## config.mk

```make
export PLATFORM = sky130hd
export DESIGN_NAME = hazard_ctrl
export DESIGN_NICKNAME = d
export VERILOG_FILES = /design/src/rtl/hazard_pkg.sv /design/src/rtl/sat_counter.sv /design/src/rtl/hazard_ctrl.sv
export SDC_FILE = /design/constraint.sdc
export NUM_CORES = 1
export LEC_CHECK = 0
export ABC_AREA = 0
export CORE_UTILIZATION = 45
export DETAILED_ROUTE_END_ITERATION = 10
export GPL_ROUTABILITY_DRIVEN = 0
export MAX_ROUTING_LAYER = met4
export PLACE_DENSITY = 0.75
export SLEW_MARGIN = 0
export SYNTH_ARGS = -nofsm -noshare
export SYNTH_HDL_FRONTEND = slang
export SYNTH_HIERARCHICAL = 1
export SYNTH_SLANG_ARGS = --single-unit
export TNS_END_PERCENT = 100
```

## constraint.sdc

```tcl
create_clock -name clk -period 2.45 [get_ports clk]
set_clock_uncertainty 0.05 [all_clocks]
set_input_delay 0.6125 -clock clk [delete_from_list [all_inputs] [get_ports clk]]
set_output_delay 0.6125 -clock clk [all_outputs]
set_load 0.02 [all_outputs]
```

## src/rtl/hazard_pkg.sv

```systemverilog
// Shared types and constants for the pipeline hazard / halt controller.
package hazard_pkg;

  typedef enum logic [1:0] {RUN, DRAIN, HALTED} hz_state_t;

  localparam logic [4:0] REG_ZERO = 5'd0;

endpackage

```

## src/rtl/sat_counter.sv

```systemverilog
// Saturating event counter with synchronous clear that wins over increment.
module sat_counter #(
  parameter int W = 32
) (
  input  logic         clk,
  input  logic         rst_n,
  input  logic         clr,
  input  logic         inc,
  output logic [W-1:0] count
);

  always_ff @(posedge clk or negedge rst_n) begin
    if (!rst_n) begin
      count <= '0;
    end else if (clr) begin
      count <= '0;
    end else if (inc && (count != {W{1'b1}})) begin
      count <= count + W'(1);
    end
  end

endmodule

```

## src/rtl/hazard_ctrl.sv

```systemverilog
// Pipeline sequencing controller: load-use stalls, taken-branch flushes,
// halt/drain handshake and saturating stall/flush performance counters.
module hazard_ctrl
  import hazard_pkg::*;
#(
  parameter int DRAIN_CYCLES = 4,
  parameter int CNT_W        = 32
) (
  input  logic             clk,
  input  logic             rst_n,
  input  logic             id_valid,
  input  logic [4:0]       id_rs1,
  input  logic [4:0]       id_rs2,
  input  logic             id_uses_rs2,
  input  logic             ex_memread,
  input  logic [4:0]       ex_rd,
  input  logic             mem_branch_taken,
  input  logic             halt_req,
  input  logic             cnt_clr,
  output logic             pc_en,
  output logic             ifid_en,
  output logic             ifid_flush,
  output logic             idex_flush,
  output logic             exmem_flush,
  output logic             halt_ack,
  output logic [CNT_W-1:0] stall_cnt,
  output logic [CNT_W-1:0] flush_cnt
);

  localparam logic [3:0] DRAIN_LOAD = 4'(DRAIN_CYCLES - 1);

  hz_state_t  state;
  logic [3:0] drain_ctr;
  logic       load_use;
  logic       stall_inc;
  logic       flush_inc;

  always_comb begin
    load_use = id_valid && ex_memread && (ex_rd != REG_ZERO) &&
               ((ex_rd == id_rs1) || (id_uses_rs2 && (ex_rd == id_rs2)));
  end

  // A taken branch overrides everything except HALTED, where none can be in flight.
  always_comb begin
    pc_en       = 1'b1;
    ifid_en     = 1'b1;
    ifid_flush  = 1'b0;
    idex_flush  = 1'b0;
    exmem_flush = 1'b0;
    stall_inc   = 1'b0;
    flush_inc   = 1'b0;
    if (!rst_n) begin
      pc_en       = 1'b0;
      ifid_en     = 1'b0;
      ifid_flush  = 1'b1;
      idex_flush  = 1'b1;
      exmem_flush = 1'b1;
    end else if (mem_branch_taken && (state != HALTED)) begin
      ifid_flush  = 1'b1;
      idex_flush  = 1'b1;
      exmem_flush = 1'b1;
      flush_inc   = 1'b1;
    end else begin
      case (state)
        RUN: begin
          if (load_use) begin
            pc_en      = 1'b0;
            ifid_en    = 1'b0;
            idex_flush = 1'b1;
            stall_inc  = 1'b1;
          end
        end
        DRAIN: begin
          pc_en      = 1'b0;
          ifid_flush = 1'b1;
        end
        HALTED: begin
          pc_en      = 1'b0;
          ifid_en    = 1'b0;
          ifid_flush = 1'b1;
          idex_flush = 1'b1;
        end
        default: ;
      endcase
    end
  end

  // Drain keeps counting through a taken branch; the fetched target gets flushed anyway.
  always_ff @(posedge clk or negedge rst_n) begin
    if (!rst_n) begin
      state     <= RUN;
      drain_ctr <= 4'd0;
      halt_ack  <= 1'b0;
    end else begin
      case (state)
        RUN: begin
          if (halt_req) begin
            state     <= DRAIN;
            drain_ctr <= DRAIN_LOAD;
          end
        end
        DRAIN: begin
          if (drain_ctr == 4'd0) begin
            state    <= HALTED;
            halt_ack <= 1'b1;
          end else begin
            drain_ctr <= drain_ctr - 4'd1;
          end
        end
        HALTED: begin
          if (!halt_req) begin
            state    <= RUN;
            halt_ack <= 1'b0;
          end
        end
        default: begin
          state    <= RUN;
          halt_ack <= 1'b0;
        end
      endcase
    end
  end

  sat_counter #(.W(CNT_W)) u_stall_cnt (
    .clk   (clk),
    .rst_n (rst_n),
    .clr   (cnt_clr),
    .inc   (stall_inc),
    .count (stall_cnt)
  );

  sat_counter #(.W(CNT_W)) u_flush_cnt (
    .clk   (clk),
    .rst_n (rst_n),
    .clr   (cnt_clr),
    .inc   (flush_inc),
    .count (flush_cnt)
  );

endmodule

```

==> metrics, run 1 <==
status=finished, violations left; failing checks=negative setup slack; Synth Net Count=502; Layout Area Growth over Synthesis=39.7%; worst r2r src=state[0]$_DFFE_PN0P_; final hold vios=0; hold-fix buffers at CTS=0; crit path DAT=2.80 ns; hold_sp=halt_ack$_DFFE_PN0P_; Placed Area=0.00569 mm2; # DRC=0; Leakage=2.49 nW; FF+latch count, synth=71; Syn Inst Count=471; fin crit period=2.59 ns; die area=0.0101 mm2; Design Power=3.05 mW; worst reg2reg setup slack=-0.06 ns; sequential fraction of the synthesis area=40.6%; main combinational cell family by area after synthesis=simple AND/OR/NAND/NOR gates; Synth area leader=dfrtp_1; post-route ant nets=0; CP Class=in2reg; compound-gate portion of the synthesized area=13.8%; Core Area=0.00933 mm2; Slew Limit Fails=0; # H-tree levels=3; layout filler cell count=777; synth unique cells=53; Pwr per Cell Area=499 mW/mm2; Chip Height=101 um; post-route clock period utilization=106%; post-synthesis adder-cell area fraction=2.29%; final core utilization=65.5%; Syn Area/Cell=9.28 um2; # rows=35; CTS clock-pin slew for the worst setup and hold paths=0.08 ns; Finish-stage setup viols=20; mux contribution to synthesized area=4.23%; Top FF cell, synth=dfrtp_1; initial antenna violation count=0; hold depth=1; Routed WL per cell=16.2 um; via/cell ratio=5.69; Critical Path End Type=flop; XOR/XNOR Fraction of Synth Area=7.21%; EDFF count, synth=0; share of layout cells above drive strength 1=23.8%; Final Cell Area=0.00611 mm2; final worst slack=-0.135 ns; Total Wirelength=12.0 mm; relative slew slack=38.3%; Yosys warnings=6; critical-path cell list=clkdlybuf4s50_1 > o311a_4 > nand2_2 > nor3_2 > and3_4 > nand4_1 > a21o_4 > or4_4 > a21oi_2; Max-Cap Viols=0; dpl hpwl=8.02 mm; maximum clock insertion buffer count=2; GRT overflow=0; Antenna Cells=0; asr flop ratio synth=100%; total CTS buffers=9; hold path endpoint=halt_ack$_DFFE_PN0P_; vias in the first global route=4010; worst r2r dst=u_stall_cnt/count[23]$_DFFE_PN0P_; final hold slack=0.460 ns; worst hold path type=reg2reg; Slowest Stage Delay on Critical Path=0.48 ns; Final Net Count=634; chip width=101 um; Skew-Pair Late Insertion Delay=0.34 ns; first-pass GRT wire length=18.9 mm; CTS Sinks=71; GRT Total Usage=24.2%; Worst Tran Pin Value=0.925 ns; worst vdd ir=0.338 mV; CP Launch Type=input port; fmax=387 MHz; PortBufs=92; io pins=93; Place WS=-0.902 ns; Root Driver=clkbuf_8; Simple-Gate Fraction of Synth Area=28.5%; crit-path max FO=6; CTS tree=yes; initial core utilization=46.9%; vias=4194; synth top area cells=dfrtp_1 41%, nor2_1 4.8%, xnor2_1 4.2%, mux2_2 3.1%, xor2_1 3.0%; largest net degree at the start of global routing=81; top cell type's share of synthesized area=40.6%; Reg2Reg Depth=10; RSZ-0062 raised after global routing=true; Synth Cell Area=0.00437 mm2; worst path required time=2.66 ns; critical path's slowest cell=or4_4; Pre-antenna DRT Iters=4; DR iter-0 viols=206
## report_power, final
part	switching (mW)	internal (mW)	total, mW	leakage [nW]
registers	0.0434	1.22	1.27	0.981
clock network	0.479	0.472	0.952	0.0956
logic	0.430	0.398	0.828	1.41
total	0.953	2.09	3.05	2.49
## cells in the final DEF, fill, tap and decap left out, drive strengths merged, types with 6 or more instances in the layout
cell            n
or3            11
xor2           15
a21oi          23
nand2          25
and3           17
buf            54
or4             6
a211oi         12
mux2           14
clkdlybuf4s50  68
o21ai          13
xnor2          21
dfrtp          71
nor2b          14
nor3           11
dlygate4sd2     7
nand3          27
nand4          14
o31ai           8
nor4           15
inv            23
a21o            9
nor2           56
ha              8
and2            6
clkbuf         10
## Yosys cell counts, types with 3 or more instances
cell type,n
nor2_1,56
clkbuf_1,8
nor4_2,4
or3_1,11
o21ai_0,12
and4_1,3
dfrtp_1,71
inv_1,22
a31oi_1,3
a21oi_1,23
and3_1,15
a21o_1,7
nand2b_1,5
nand4_1,12
nor2b_1,14
o211a_1,3
nand3_1,25
or4_1,6
a31o_2,4
mux2_2,12
nor4_1,9
nand2_1,25
ha_1,8
nand3b_1,3
buf_2,4
xnor2_1,21
and2_1,6
a211oi_1,12
nor3_1,11
o31ai_1,8
xor2_1,15
## critical path: cells and delay by family
| kind | cells | cell delay [ns] |
|---|---|---|
| AND/OR/NAND/NOR | 5 | 1.10 |
| AO/OA/AOI/OAI | 3 | 0.61 |
| buffers and inverters | 1 | 0.47 |
## cell families (layout without fill, tap and decap cells)
kind of cell / Yosys count / after routing
AOI/OAI and AO/OA: 85 / 87
xor gates and xnor gates: 36 / 36
adders and majority gates: 8 / 8
muxes: 16 / 16
DFF: 71 / 71
buffers and inverters: 36 / 171
and+or+nand+nor: 219 / 219
## area by class of cell
class	count	area [um2]	share of cell area (%)
clock buffer	9	124	2.03
clock inverter	7	72.6	1.19
inverter	22	82.6	1.35
multi-input combinational	366	2680	43.8
sequential	71	1780	29.1
tap	129	161	2.64
timing repair buffer	133	1210	19.9
## routing by layer
metal  routed length (um)  GRT usage, %  up-vias
met3                  480          3.33       24
met2                 6150          40.4      125
li1                     -             -     1975
met5                    0             -        -
met1                 5080          29.7     2070
met4                  248          10.0        0
## flip-flops by register name, summed over array words and instances (netlist names)
signal	flops
u_flush_cnt/count	32
halt_ack	1
u_stall_cnt/count	32
drain_ctr	4
state	2
## per-stage QoR
| step | TNS [ns] | cells |
|---|---|---|
| 2_1_floorplan | -1.83 | 471 |
| 3_3_place_gp | -23.90 | 714 |
| 3_5_place_dp | -27.52 | 714 |
| 4_1_cts | -0.756 | 734 |
| 5_1_grt | -2.68 | 737 |
| 6_report | -1.34 | 737 |
## what timing repair did
| item | in CTS | in global routing |
|---|---|---|
| pin swaps | 18 | 10 |
| resized for setup | 77 | 32 |
| setup endpoints to repair | 39 | 29 |
| buffers inserted | 3 | 1 |
| cloned | 1 | 2 |
## worst max path at each step
stage / from / end / slack, ns / cells past startpoint
after floorplan: ex_rd[1] / u_stall_cnt/count[23]$_DFFE_PN0P_ / -0.22 / 10
after global placement: ex_rd[1] / ifid_en / -0.82 / 6
after detailed placement: ex_rd[2] / ifid_en / -0.90 / 7
after CTS: id_rs2[1] / u_stall_cnt/count[21]$_DFFE_PN0P_ / -0.15 / 10
after global routing: ex_rd[4] / u_stall_cnt/count[21]$_DFFE_PN0P_ / -0.17 / 10
final: id_valid / u_stall_cnt/count[23]$_DFFE_PN0P_ / -0.14 / 9
(Power assumes the default switching activity.)
==> inputs of run 2 (changes only) <==
--- a/config.mk
+++ b/config.mk
@@ -5,12 +5,14 @@
 export SDC_FILE = /design/constraint.sdc
 export NUM_CORES = 1
 export LEC_CHECK = 0
-export ABC_AREA = 0
+export ABC_AREA = 1
+export ABC_CLOCK_PERIOD_IN_PS = 2450
 export CORE_UTILIZATION = 45
 export DETAILED_ROUTE_END_ITERATION = 10
 export GPL_ROUTABILITY_DRIVEN = 0
 export MAX_ROUTING_LAYER = met4
-export PLACE_DENSITY = 0.75
+export PLACE_DENSITY = 0.73
+export SKIP_LAST_GASP = 1
 export SLEW_MARGIN = 0
 export SYNTH_ARGS = -nofsm -noshare
 export SYNTH_HDL_FRONTEND = slang
==> run 2 against run 1 <==
  * The run now ends clean
  * Sequential share of layout area shrank 2.2 points
  * Synthesized cell count up 72%
  * Die area increased by 19%
  * Synthesized area increased by 19%
  * Non-clock buffer count decreased by 22
  * Critical path type is now in2out
  * Register-to-register slack improved by 0.37 ns
  * Clock-buffer cell count up 6
  * Critical endpoint is now ifid_en
==> metrics, run 2 <==
registers with the most flip-flops=u_flush_cnt/count: 32 flops, u_stall_cnt/count: 32 flops, drain_ctr: 4 flops (unchanged); worst r2r src=state[0]$_DFFE_PN0P_ (unchanged); Layout Area Growth over Synthesis=26.5% (was 39.7%); layout filler cell count=1115 (was 777); CP Launch Type=input port (unchanged); relative slew slack=39.3% (was 38.3%); CTS clock-pin slew for the worst setup and hold paths=0.05 ns (was 0.08 ns); GR met3 Demand/Resource=4.15% (was 3.33%); Core Area=0.0111 mm2 (was 0.00933 mm2); Critical Path Start=ex_rd[2] (was id_valid); vias in the first global route=4832 (was 4010); # rows=38 (was 35); Pwr per Cell Area=497 mW/mm2 (was 499 mW/mm2); first-pass GRT wire length=22.7 mm (was 18.9 mm); Syn Area/Cell=6.46 um2 (was 9.28 um2); worst path required time=1.79 ns (was 2.66 ns); Root Driver=clkbuf_16 (was clkbuf_8); PortBufs=92 (unchanged); met1 Use GR=30.9% (was 29.7%); Synth area leader=dfrtp_1 (unchanged); initial antenna violation count=0 (unchanged); Final TNS setup=0 ns (was -1.34 ns); CTS Sinks=71 (unchanged); post-route ant nets=0 (unchanged); sequential fraction of the synthesis area=34.0% (was 40.6%); Slew Limit Fails=0 (unchanged); io pins=93 (unchanged); Chip Height=110 um (was 101 um); fin crit period=2.32 ns (was 2.59 ns); total CTS buffers=9 (unchanged); EDFF count, synth=0 (unchanged); Design Power=3.28 mW (was 3.05 mW); top cells by count, synth=306 x nand2_1, 116 x nor2_1, 82 x inv_1, 76 x nand3_1, 71 x dfrtp_1 (was 71 x dfrtp_1, 56 x nor2_1, 25 x nand2_1, 25 x nand3_1, 23 x a21oi_1); vias=5263 (was 4194); via/cell ratio=4.97 (was 5.69); met2 Use GR=41.9% (was 40.4%); Total Wirelength=13.4 mm (was 12.0 mm); DR iter-0 viols=258 (was 206); CTS tree=yes (unchanged); Yosys warnings=6 (unchanged); commonest non-fill, non-tap cell in the layout=nand2_1 (was dfrtp_1); asr flop ratio synth=100% (unchanged); hold-fix buffers at CTS=0 (unchanged); Leakage=3.09 nW (was 2.49 nW); Pre-antenna DRT Iters=5 (was 4); Final Cell Area=0.00661 mm2 (was 0.00611 mm2); Critical Path End Type=primary output (was flop); final non-filler cell total=1058 (was 737); worst hold path type=reg2reg (unchanged); worst vdd ir=0.396 mV (was 0.338 mV); CP Class=in2out (was in2reg); GRT Total Usage=24.9% (was 24.2%); Final Net Count=945 (was 634); Routed WL per cell=12.7 um (was 16.2 um); maximum clock insertion buffer count=2 (unchanged); synth unique cells=30 (was 53); GRT busiest layer=met2 (unchanged); post-route clock period utilization=94.9% (was 106%); FF+latch count, synth=71 (unchanged); # DRC=0 (unchanged); crit path DAT=1.66 ns (was 2.80 ns); share of layout cells above drive strength 1=10.0% (was 23.8%); most frequent cell after synthesis=nand2_1 (was dfrtp_1); Max-Cap Viols=0 (unchanged); fmax=430 MHz (was 387 MHz); post-placement cell count=1043 (was 714); Top FF cell, synth=dfrtp_1 (unchanged); Finish-stage setup viols=0 (was 20); RSZ-0062 raised after global routing=false (was true); crit-path max FO=3 (was 6); GRT overflow=0 (unchanged); initial core utilization=47.1% (was 46.9%); die area=0.0120 mm2 (was 0.0101 mm2); Worst Tran Pin Value=0.911 ns (was 0.925 ns); largest net degree at the start of global routing=72 (was 81); top cell type's share of synthesized area=34.0% (was 40.6%); chip width=110 um (was 101 um); Placed Area=0.00635 mm2 (was 0.00569 mm2); Syn Inst Count=808 (was 471); Synth Net Count=839 (was 502); Antenna Cells=0 (unchanged); dpl hpwl=9.81 mm (was 8.02 mm); hold_sp=halt_ack$_DFFE_PN0P_ (unchanged); final hold vios=0 (unchanged); # H-tree levels=3 (unchanged); status=finished, final reports clean (was finished, violations left); synth top area cells=dfrtp_1 34%, nand2_1 22%, nor2_1 8.3%, nand3_1 7.3%, inv_1 5.9% (was dfrtp_1 41%, nor2_1 4.8%, xnor2_1 4.2%, mux2_2 3.1%, xor2_1 3.0%); final core utilization=59.7% (was 65.5%); Skew-Pair Late Insertion Delay=0.34 ns (about the same); Synth Cell Area=0.00522 mm2 (was 0.00437 mm2); most frequent cells in the layout=305 x nand2_1, 113 x nor2_1, 79 x inv_1 (was 71 x dfrtp_1, 68 x clkdlybuf4s50_1, 56 x nor2_1)
## run 2: changes by cell type after synthesis, moves of 12 or more
cell / before / now
and3_1: 15 / 0
o21ai_1: 0 / 20
xnor2_1: 21 / 9
mux2_2: 12 / 0
nor2_1: 56 / 116
a211oi_1: 12 / 0
nand3_1: 25 / 76
nor2b_1: 14 / 0
inv_1: 22 / 82
nand2_1: 25 / 306
## run 2: timing repair
| action | 4_1_cts | 5_1_grt |
|---|---|---|
| endpoints found under the setup margin | 5 | 5 |
| gates resized for setup | 30 | 18 |
| setup buffers | 0 | 0 |
| hold endpoints to repair | 0 | 0 |
| pin swaps | 6 | 8 |
## run 2: cell type report
class	instances	area, um2	area share [%]
Clock buffer	15	278	4.20
Inverter	90	338	5.11
Multi-Input combinational cell	631	3000	45.4
Sequential cell	71	1780	26.9
Tap cell	140	175	2.65
Timing Repair Buffer	111	1040	15.7
## run 2: metal layers
layer	wire length (um)	share of wire [%]	up-vias
li1	-	-	2735
met1	6040	45	2349
met2	6410	48	159
met3	760	5.7	20
met4	229	1.7	0
met5	0	0	-
## run 2: worst paths after layout
kind,end,slack (ns),depth (start not counted)
min in group asynchronous,u_stall_cnt/count[29]$_DFFE_PN0P_,0.46,2
max in group asynchronous,u_flush_cnt/count[14]$_DFFE_PN0P_,1.30,2
hold / removal,halt_ack$_DFFE_PN0P_,0.44,2
setup reg to reg,u_stall_cnt/count[19]$_DFFE_PN0P_,0.31,15
hold reg to reg,halt_ack$_DFFE_PN0P_,0.44,2
setup / recovery,ifid_en,0.13,11
## run 2: cells by family (layout without fill, tap and decap cells)
| kind of cell | Yosys count | in the layout | synth area share, % |
|---|---|---|---|
| simple gates | 551 | 551 | 46.1 |
| flops | 71 | 71 | 34.0 |
| buf+inv | 106 | 216 | 8.82 |
| compound gates | 51 | 51 | 5.61 |
| fa+ha+maj | 8 | 8 | 1.92 |
| xor+xnor | 21 | 21 | 3.52 |
## run 2: power by group
group | total, mW | switching [mW] | internal, mW | leakage, nW
Sequential | 1.27 | 0.0347 | 1.23 | 0.981
Combinational | 0.779 | 0.494 | 0.285 | 1.97
Clock | 1.24 | 0.475 | 0.764 | 0.136
## run 2: worst max-delay path, stage by stage
cell,delay (ns)
dlygate4sd2_1,0.26
inv_1,0.08
nand2_1,0.05
nand2_1,0.06
nor2_1,0.04
nand3_1,0.07
nand2_1,0.07
nand2_1,0.08
nand2_2,0.07
a21oi_2,0.13
buf_4,0.15
## run 2: per-stage QoR
stage / setup WS (ns) / hold slack, ns
floorplan: 0.253 / 0.267
global placement: -0.539 / 0.439
detailed placement: -0.571 / 0.438
CTS: 0.0457 / 0.452
global route: 0.00614 / 0.477
finish: 0.125 / 0.444
==> inputs of run 3 (changes only) <==
--- a/config.mk
+++ b/config.mk
@@ -12,7 +12,6 @@
 export GPL_ROUTABILITY_DRIVEN = 0
 export MAX_ROUTING_LAYER = met4
 export PLACE_DENSITY = 0.73
-export SKIP_LAST_GASP = 1
 export SLEW_MARGIN = 0
 export SYNTH_ARGS = -nofsm -noshare
 export SYNTH_HDL_FRONTEND = slang
==> results of run 3 <==
Same layout as run 2: the final DEF is identical, and so are final timing and power.
